**src/rtl/ldtu_decoder_if.sv**
```systemverilog
// Word/sample bus of the LDTU decoder: encoded words in, unpacked samples and
// frame status pulses out.
interface ldtu_decoder_if #(
  parameter int Nbits_12 = 12,
  parameter int Nbits_32 = 32
);
  logic [Nbits_32-1:0] DATA32;
  logic                data_valid;
  logic                data_ready;
  logic [Nbits_12:0]   SAMPLE_out;
  logic                sample_valid;
  logic                frame_end;
  logic                crc_err;
  logic                cnt_err;
  logic                illegal_word;

  modport master (
    output DATA32, data_valid,
    input  data_ready, SAMPLE_out, sample_valid, frame_end, crc_err, cnt_err, illegal_word
  );

  modport slave (
    input  DATA32, data_valid,
    output data_ready, SAMPLE_out, sample_valid, frame_end, crc_err, cnt_err, illegal_word
  );
endinterface

```
**src/rtl/ldtu_decoder.sv**
```systemverilog
// LDTU word decoder: unpacks baseline/signal words into one sample per cycle and
// checks frame trailers. Define LDTU_DEC_CRC_EN to add the CRC-12 trailer check.
module ldtu_decoder #(
  parameter int Nbits_12 = 12,
  parameter int Nbits_32 = 32
) (
  input logic           CLK,
  input logic           RST,
  ldtu_decoder_if.slave bus
);

  typedef enum logic {IDLE, UNPACK} state_t;

  state_t              state_q, state_d;
  logic [2:0]          pend_q;
  logic [Nbits_32-1:0] word_q;
  logic                base_q;
  logic [7:0]          word_cnt_q;
  logic [Nbits_12:0]   sample_q;
  logic                sample_valid_q;
  logic                frame_end_q;
  logic                cnt_err_q;
  logic                illegal_q;

  logic                ready, accept;
  logic                is_base, is_sig, is_trl, is_idle, is_data;
  logic [2:0]          pend_load;

  function automatic logic [Nbits_12:0] pick(input logic [Nbits_32-1:0] w, input logic base);
    return base ? {{(Nbits_12-5){1'b0}}, w[5:0]} : w[Nbits_12:0];
  endfunction

  always_comb begin
    is_base   = (bus.DATA32[31:30] == 2'b01);
    is_sig    = (bus.DATA32[31:28] == 4'b0010) &&
                ((bus.DATA32[27:26] == 2'b10) || (bus.DATA32[27:26] == 2'b01));
    is_trl    = (bus.DATA32[31:28] == 4'b1101);
    is_idle   = (bus.DATA32 == 32'hEAAA_AAAA);
    is_data   = is_base || is_sig;
    pend_load = is_base ? 3'd5 : ((bus.DATA32[27:26] == 2'b10) ? 3'd2 : 3'd1);
  end

  // NOTE: every output of this block gets a default first, so no path can
  // leave a variable unassigned and infer a latch.
  always_comb begin
    state_d = state_q;
    ready   = 1'b0;
    if (!RST) ready = (state_q == IDLE) || (pend_q == 3'd1);
    accept  = bus.data_valid && ready;
    case (state_q)
      IDLE:   if (accept && is_data) state_d = UNPACK;
      UNPACK: if ((pend_q == 3'd1) && !(accept && is_data)) state_d = IDLE;
    endcase
  end

  // NOTE: sequential state uses non-blocking assignments so every register
  // samples pre-edge values regardless of statement order.
  always_ff @(posedge CLK or posedge RST) begin
    if (RST) state_q <= IDLE;
    else     state_q <= state_d;
  end

  // The oldest sample is registered on the accepting edge; word_q keeps the rest.
  always_ff @(posedge CLK or posedge RST) begin
    if (RST) begin
      pend_q         <= '0;
      word_q         <= '0;
      base_q         <= 1'b0;
      word_cnt_q     <= '0;
      sample_q       <= '0;
      sample_valid_q <= 1'b0;
      frame_end_q    <= 1'b0;
      cnt_err_q      <= 1'b0;
      illegal_q      <= 1'b0;
    end else begin
      frame_end_q    <= 1'b0;
      cnt_err_q      <= 1'b0;
      illegal_q      <= 1'b0;
      sample_valid_q <= (state_d == UNPACK);

      if (accept && is_data) begin
        sample_q   <= pick(bus.DATA32, is_base);
        word_q     <= is_base ? (bus.DATA32 >> 6) : (bus.DATA32 >> 13);
        base_q     <= is_base;
        pend_q     <= pend_load;
        word_cnt_q <= word_cnt_q + 8'd1;
      end else if (state_q == UNPACK) begin
        if (pend_q > 3'd1) begin
          sample_q <= pick(word_q, base_q);
          word_q   <= base_q ? (word_q >> 6) : (word_q >> 13);
        end
        pend_q <= pend_q - 3'd1;
      end

      if (accept && is_trl) begin
        frame_end_q <= 1'b1;
        cnt_err_q   <= (bus.DATA32[27:20] != word_cnt_q);
        word_cnt_q  <= '0;
      end

      if (accept && !(is_data || is_trl || is_idle)) illegal_q <= 1'b1;
    end
  end

`ifdef LDTU_DEC_CRC_EN
  logic [11:0] crc_q, crc_next;
  logic        crc_err_q;

  // CRC-12 (x^12+x^11+x^3+x^2+x+1), whole word per cycle, MSB first.
  function automatic logic [11:0] crc12_word(input logic [11:0] crc, input logic [31:0] d);
    logic [11:0] c;
    logic        fb;
    c = crc;
    for (int i = 31; i >= 0; i--) begin
      fb = c[11] ^ d[i];
      c  = {c[10:0], 1'b0};
      if (fb) c = c ^ 12'h80F;
    end
    return c;
  endfunction

  always_comb crc_next = crc12_word(crc_q, bus.DATA32[31:0]);

  always_ff @(posedge CLK or posedge RST) begin
    if (RST) begin
      crc_q     <= '0;
      crc_err_q <= 1'b0;
    end else begin
      crc_err_q <= 1'b0;
      if (accept && is_data) crc_q <= crc_next;
      if (accept && is_trl) begin
        crc_err_q <= (bus.DATA32[11:0] != crc_q);
        crc_q     <= '0;
      end
    end
  end

  assign bus.crc_err = crc_err_q;
`else
  assign bus.crc_err = 1'b0;
`endif

  assign bus.data_ready   = ready;
  assign bus.SAMPLE_out   = sample_q;
  assign bus.sample_valid = sample_valid_q;
  assign bus.frame_end    = frame_end_q;
  assign bus.cnt_err      = cnt_err_q;
  assign bus.illegal_word = illegal_q;

endmodule

```
**src/flat_wrapper.sv**
```systemverilog
// flat-port wrapper written by rule: the top's interface ports become plain ports
module ldtu_decoder_flat 
#(
  parameter int Nbits_12 = 12,
  parameter int Nbits_32 = 32
)
  (CLK, RST, bus_DATA32, bus_data_valid, bus_data_ready, bus_SAMPLE_out, bus_sample_valid, bus_frame_end, bus_crc_err, bus_cnt_err, bus_illegal_word);
  ldtu_decoder_if #(.Nbits_12(Nbits_12), .Nbits_32(Nbits_32)) bus_i ();
  input logic CLK;
  input logic RST;
  input wire logic [$bits(bus_i.DATA32)-1:0] bus_DATA32;
  input wire logic [$bits(bus_i.data_valid)-1:0] bus_data_valid;
  output wire logic [$bits(bus_i.data_ready)-1:0] bus_data_ready;
  output wire logic [$bits(bus_i.SAMPLE_out)-1:0] bus_SAMPLE_out;
  output wire logic [$bits(bus_i.sample_valid)-1:0] bus_sample_valid;
  output wire logic [$bits(bus_i.frame_end)-1:0] bus_frame_end;
  output wire logic [$bits(bus_i.crc_err)-1:0] bus_crc_err;
  output wire logic [$bits(bus_i.cnt_err)-1:0] bus_cnt_err;
  output wire logic [$bits(bus_i.illegal_word)-1:0] bus_illegal_word;
  assign bus_i.DATA32 = bus_DATA32;
  assign bus_i.data_valid = bus_data_valid;
  assign bus_data_ready = bus_i.data_ready;
  assign bus_SAMPLE_out = bus_i.SAMPLE_out;
  assign bus_sample_valid = bus_i.sample_valid;
  assign bus_frame_end = bus_i.frame_end;
  assign bus_crc_err = bus_i.crc_err;
  assign bus_cnt_err = bus_i.cnt_err;
  assign bus_illegal_word = bus_i.illegal_word;
  ldtu_decoder #(.Nbits_12(Nbits_12), .Nbits_32(Nbits_32)) u_core (.CLK(CLK), .RST(RST), .bus(bus_i));
endmodule
```
**config.mk**
```make
export PLATFORM = sky130hd
export DESIGN_NAME = ldtu_decoder_flat
export DESIGN_NICKNAME = d
export VERILOG_FILES = /design/src/rtl/ldtu_decoder_if.sv /design/src/rtl/ldtu_decoder.sv /design/src/flat_wrapper.sv
export SDC_FILE = /design/constraint.sdc
export NUM_CORES = 1
export LEC_CHECK = 0
export CAP_MARGIN = 20
export CORE_MARGIN = 2
export CORE_UTILIZATION = 48
export DETAILED_ROUTE_END_ITERATION = 12
export HOLD_SLACK_MARGIN = 0.08
export PLACE_DENSITY = 0.76
export SYNTH_ARGS = -nofsm -noshare
export SYNTH_HDL_FRONTEND = slang
export SYNTH_SLANG_ARGS = --single-unit
```
**constraint.sdc**
```tcl
create_clock -name CLK -period 1.9 [get_ports CLK]
set_clock_uncertainty 0.1 [all_clocks]
set_input_delay 0.285 -clock CLK [delete_from_list [all_inputs] [get_ports CLK]]
set_output_delay 0.285 -clock CLK [all_outputs]
set_load 0.005 [all_outputs]
```
==> metrics, run 1 <==
All-Layer GR Usage around a quarter; Fmax between 500 and 600 MHz; Seq cells post-synth 55; IO buf count 52; row cnt 30; hold buffers post-CTS 0; Setup crit start u_core.pend_q[0]; RR Startpoint u_core.pend_q[0]; CP Buf/Inv Count 4; crit share post-route about 100%; WS Path Type flip-flop to flip-flop; Worst-Skew Late Latency ~0.31 ns; area grow syn2layout 42.3%; flop2flop setup slack about 0.0039 ns; RSZ-0062 raised after global routing true; area of the multi-input gates between 1500 and 2000 µm²; Finished Layout Cells slightly above 500; die height about 86 µm; wire per inst between 15 and 20 µm; H-tree depth 2; share of flip-flops with an asynchronous set or reset 100%; Post-Synthesis Cells around 320; top-area cell type share of the netlist area about 42%; DRC Markers 0; synthesized net count approximately 360; first-pass GRT wire length between 15000 and 20000 µm; Fin. Hold Viols 0; Synth area leaders dfrtp_1 42%, mux2i_1 14%, mux2_2 4.2%, nand2_1 2.8%, a31oi_1 2.5%; Leak between 1.5 and 2 nW; placed cell count 491; outcome completed; slowest stage delay, CP roughly 0.42 ns; commonest cells in the netlist 55 x dfrtp_1, 46 x mux2i_1, 24 x nand2_1; Top Family by Delay on Critical Path buffers and inverters; routed vias/inst 6.05; number of synthesis warnings 0; critical path cell sequence buf_4 -> nor3_2 -> nor3_4 -> buf_12 -> buf_8 -> buf_4 -> a22o_1 -> a22oi_1; max-cap violation count 0; Reg area 1380 µm²; initial DRC count between 200 and 250; fin nets about 470; fin. max-slew vios 0; syn avg cell area approximately 10 µm²; gr ovfl total 0; Die W roughly 86 µm; Hold Worst Slack ~0.34 ns; root buffer cell clkbuf_8; Core Region ~6700 µm²; routed via count between 3000 and 4000; DIE AREA 7460 µm²; Clock transition at path regs about 0.10 ns; largest net degree at the start of global routing 43; initial antenna violation count 0; critical path arrival ~2.0 ns; Max Fanout on Critical Path 8; Setup Viol. Count Final 0; CP required 2.03 ns; io pins 54; Max clock buf depth 2; starting density of the core 48.7%; most used cell, CP buf_4; count of different cell masters after synthesis between 40 and 50; Num CTS Buffers 5; first-pass iteration count of the detailed router 5; n_diodes 0; DPL Wire Length between 6000 and 7000 µm; Setup crit end kind flip-flop; post-synthesis cell area roughly 3300 µm²; final WL slightly below 10000 µm; layout cell share with drive strength beyond 1 27.0%; Synth area leader dfrtp_1; kind of start point of the critical path flip-flop; register area share after synthesis 42.3%; vias in the first global route between 3000 and 4000; TritonCTS Sinks 55; worst min path class input port to async pin; ANT nets after route 0; PD cells roughly 1200 nW/µm²; CTS tree built; RePlAce Congestion between 0.9 and 1; Fill cells 508; Synth Flop Type dfrtp_1; post-layout min period ~1.9 ns; most common cell in the netlist dfrtp_1; Max VDD drop ~0.56 mV; Crit-path slowest cell dfrtp_1; number of synthesized flops with an enable pin 0
[placed cells by master (no fill, tap or decap), types with 3 or more instances in the layout]
cell             netlist  routed
a22o_1                 5       5
a21o_1                 5       4
clkbuf_8               0       5
nor4bb_1               3       3
inv_1                  8       5
nor4_1                 4       3
clkdlybuf4s50_1        0      48
a21oi_1               11      11
mux2i_1               46      44
o21ai_0                7       7
a31oi_1               13      13
buf_6                  2       4
mux2_2                12      12
nand3_1               16      16
a211oi_1               8       6
buf_12                 0       6
o21ai_1                4       4
nand4b_1               3       3
nand2_1               24      24
nand3b_1               7       7
and2_1                 3       3
dfrtp_1               55      55
nand4_1                4       4
buf_4                  5      57
xor2_1                 8       8
nor2_1                 7       6
or4_1                  4       4
o31ai_1                5       5
a211oi_2               1       3
inv_2                  0       3
[per-layer routing]
layer	up-vias	part of all wire [%]	track usage [%]	wire length [µm]
met3	28	6.0	4.76	593
met2	126	50	43.4	4910
met1	1497	42	35.5	4120
met4	0	2.7	8.81	272
li1	1411	-	-	-
met5	-	0	0	0
[cells by family (layout without fill, tap and decap cells)]
group | count (synthesis) | in the layout | synth area share, %
simple gates | 92 | 92 | 16.4
compound gates | 69 | 70 | 14.3
mux | 58 | 58 | 18.3
flops | 55 | 55 | 42.3
buf+inv | 30 | 137 | 4.61
xor+xnor | 9 | 9 | 2.42
fa+ha+maj | 4 | 4 | 1.54
other cells | 1 | 1 | 0.115
[what timing repair did]
action | CTS | global route
pin swaps | 4 | 3
gates resized for setup | 22 | 17
buffers inserted | 3 | 3
setup endpoints to repair | 47 | 41
cloned | 1 | 2
endpoints found under the hold margin | 0 | 0
[final cells by class]
type | instances | share of cell area, %
Clock buffer | 5 | 1.49
Multi-Input combinational cell | 234 | 40.1
Sequential cell | 55 | 29.7
Clock inverter | 1 | 0.162
Tap cell | 80 | 2.16
Inverter | 8 | 0.648
Timing Repair Buffer | 123 | 25.7
[stage by stage]
step | power (W) | setup WS (ns) | TNS (ns) | instance area, µm² | util [%]
6_report | 0.00544 | 0.00388 | 0 | 4630 | 69.3
5_1_grt | 0.00575 | -0.0990 | -0.416 | 4630 | 69.3
4_1_cts | 0.00519 | 0.00174 | 0 | 4480 | 67.1
3_5_place_dp | 0.00444 | -0.652 | -20.96 | 4290 | 64.3
3_3_place_gp | 0.00435 | -0.622 | -19.47 | 4290 | 64.3
2_1_floorplan | 0.00338 | 0.0751 | 0 | 3260 | -
[flip-flops by register name, indices dropped and copies added (netlist names)]
register                 count
u_core.bus.illegal_word      1
u_core.base_q                1
u_core.word_cnt_q            8
u_core.state_q               1
u_core.pend_q                3
u_core.bus.frame_end         1
u_core.bus.cnt_err           1
u_core.bus.SAMPLE_out       13
u_core.word_q               26
[path summary, 6_finish.rpt]
kind | cells after the start | to
setup / recovery | 8 | u_core.word_q[19]
hold / removal | 4 | u_core.pend_q[1]
setup reg to reg | 8 | u_core.word_q[19]
hold reg to reg | 1 | u_core.word_q[24]
max in group asynchronous | 4 | u_core.word_q[21]
min in group CLK | 3 | u_core.word_q[20]
[report_power, final]
group          switching (W)  internal, W
registers           0.000361      0.00163
clock network       0.000395     0.000247
logic                0.00126      0.00154
[worst reg2reg max path, delay by kind of cell (launching register included)]
family,cells,cell delay [ns]
and+or+nand+nor,2,0.35
buffers and inverters,4,0.58
AOI/OAI and AO/OA,2,0.36
DFF,1,0.42
Note: power is estimated with default switching activity, not from simulation.
==> inputs of run 2 (changes only) <==
- MAX_ROUTING_LAYER: default -> met4
==> run 2 against run 1 <==
  * Hold slack better by 0.011 ns
  * Setup slack gained 0.027 ns
  * Sequential share of layout area down 0.18 points
  * Combinational power increased by 1%
  * Critical endpoint is now u_core.word_cnt_q[2]
==> metrics, run 2 (synthesis results as in run 1) <==
Max Fanout on Critical Path 10 (+2); Setup Viol. Count Final 0 (unchanged); flop2flop setup slack 0.03 ns (+0.03 ns); fin nets 466 (unchanged); io pins 54 (unchanged); RR Startpoint u_core.pend_q[1]; Fill cells 501 (-1.4%); gr ovfl total 0 (unchanged); WS Path Type flip-flop to flip-flop; routed vias/inst 6.07 (+0.33%); kind of start point of the critical path flip-flop; Reg area 1380 µm² (unchanged); sequential share of power 36.4% (-0.2 points); Max VDD drop 0.567 mV (+0.72%); CTS tree built; DRC Markers 0 (unchanged); R2R depth 7 (-1); RSZ-0062 raised after global routing true; TritonCTS Sinks 55 (unchanged); max-cap violation count 0 (unchanged); critical path arrival 2.01 ns (-0.02 ns); Logic pwr share 51.9% (+0.3 points); initial DRC count 305 (+38%); area of the multi-input gates 1870 µm² (+0.88%); crit share post-route 98.4% (-1.4 points); Reg with most FFs u_core.word_q; vias in the first global route 3088 (-0.13%); setup TNS 0 ns (unchanged); max FFs per register 26 (unchanged); post-layout util 69.8% (+0.43 points); first-pass GRT wire length 15300 µm (-0.18%); DIE AREA 7460 µm² (unchanged); fin. max-slew vios 0 (unchanged); Crit-path slowest cell or4_1; RePlAce Congestion 0.926 (+1.7%); Clk network pwr share 11.7% (about the same); wire per inst 20.0 µm (+2.2%); routed via count 3072 (+0.33%); root buffer cell clkbuf_8; Worst R2R End u_core.word_cnt_q[2]; Leak 1.97 nW (+0.55%); starting density of the core 48.7% (unchanged); ANT nets after route 0 (unchanged); H-tree depth 2 (unchanged); All-Layer GR Usage 27.2% (+0.76 points); Hold Worst Slack 0.351 ns (+0.0114 ns); Fin. Hold Viols 0 (unchanged); post-layout min period 1.87 ns (-0.0267 ns); slowest stage delay, CP 0.47 ns (+0.05 ns); final WL 10100 µm (+2.2%); n_diodes 0 (unchanged); row cnt 30 (unchanged); CP Buf/Inv Count 2 (-2); Core Region 6680 µm² (unchanged); initial antenna violation count 0 (unchanged); first-pass iteration count of the detailed router 5 (unchanged); IO buf count 52 (unchanged); most frequent cells in the layout 55 x buf_4, 55 x dfrtp_1, 48 x clkdlybuf4s50_1; internal power 0.00344 W (+0.61%); Die W 86.4 µm (unchanged); sw power 0.00205 W (+1.5%); area grow syn2layout 43.2%; Fmax 535 MHz (+1.4%); layout cell share with drive strength beyond 1 27.2% (+0.23 points); outcome completed; largest net degree at the start of global routing 43 (unchanged); Clock transition at path regs 0.10 ns (about the same); PD cells 1180 nW/µm² (+0.32%); Setup crit end kind flip-flop; Num CTS Buffers 5 (unchanged); Top Family by Delay on Critical Path simple AND/OR/NAND/NOR gates; Design Power 0.00549 W (+0.94%); critical path cell sequence inv_2 -> ha_4 -> nand2b_4 -> a21o_4 -> buf_12 -> or4_1 -> a21oi_1; Max clock buf depth 2 (unchanged); switch share 37.3% (+0.21 points); Worst-Skew Late Latency 0.31 ns (about the same); die height 86.4 µm (unchanged); CP required 2.04 ns (about the same); worst min path class input port to async pin; DPL Wire Length 6890 µm (unchanged)
[run 2: metrics by stage]
stage,instance area (µm²),worst slack (ns),std cells
2_1_floorplan,3260,0.0751,318
3_3_place_gp,4290,-0.622,491
3_5_place_dp,4290,-0.652,491
4_1_cts,4480,0.00174,501
5_1_grt,4660,-0.0257,506
6_report,4660,0.0305,506
[run 2: what timing repair did]
item,CTS,global route
pin swaps,4,4
gates cloned,1,2
hold buffers,0,0
setup endpoints to repair,47,41
setup buffers,3,3
gates resized for setup,22,20
[run 2: area by class of cell]
| cell class | count | share of cell area, % |
|---|---|---|
| sequential | 55 | 29.5 |
| clock inverter | 1 | 0.161 |
| clock buffer | 5 | 1.48 |
| inverter | 8 | 0.644 |
| timing repair buffer | 123 | 25.9 |
| tap | 80 | 2.15 |
| multi-input combinational | 234 | 40.2 |
[run 2: worst register-to-register path: stages (launching register included)]
cell      delay [ns]
dfrtp_1         0.40
inv_2           0.08
ha_4            0.14
nand2b_4        0.06
a21o_4          0.26
buf_12          0.15
or4_1           0.47
a21oi_1         0.14
[run 2: power groups by stage]
stage | clock network, W | registers [W] | logic (W)
3_3_place_gp | 0 | 0.00197 | 0.00237
5_1_grt | 0.000694 | 0.00205 | 0.00306
2_1_floorplan | 0 | 0.00191 | 0.00147
4_1_cts | 0.000637 | 0.00198 | 0.00257
6_report | 0.000640 | 0.00200 | 0.00285
3_5_place_dp | 0 | 0.00198 | 0.00246
[run 2: how the worst max path moves through the flow]
stage / start / to / slack [ns] / depth (start not counted)
after global routing: u_core.pend_q[1] / u_core.word_q[19] / -0.03 / 9
after global placement: bus_DATA32[26] / u_core.word_q[18] / -0.62 / 8
after CTS: bus_DATA32[27] / u_core.word_cnt_q[2] / 0.002 / 7
after floorplan: u_core.pend_q[0] / u_core.word_q[10] / 0.08 / 6
after detailed placement: bus_DATA32[26] / u_core.word_q[18] / -0.65 / 8
final: u_core.pend_q[1] / u_core.word_cnt_q[2] / 0.03 / 7
[run 2: layer usage]
metal  track usage (%)  vias to the layer above  share of wire [%]
li1                  -                     1408                  -
met1              35.3                     1514                 42
met2              43.5                      133                 51
met3              4.76                       17                5.3
met4              8.81                        0                1.5
met5                 -                        -                  0
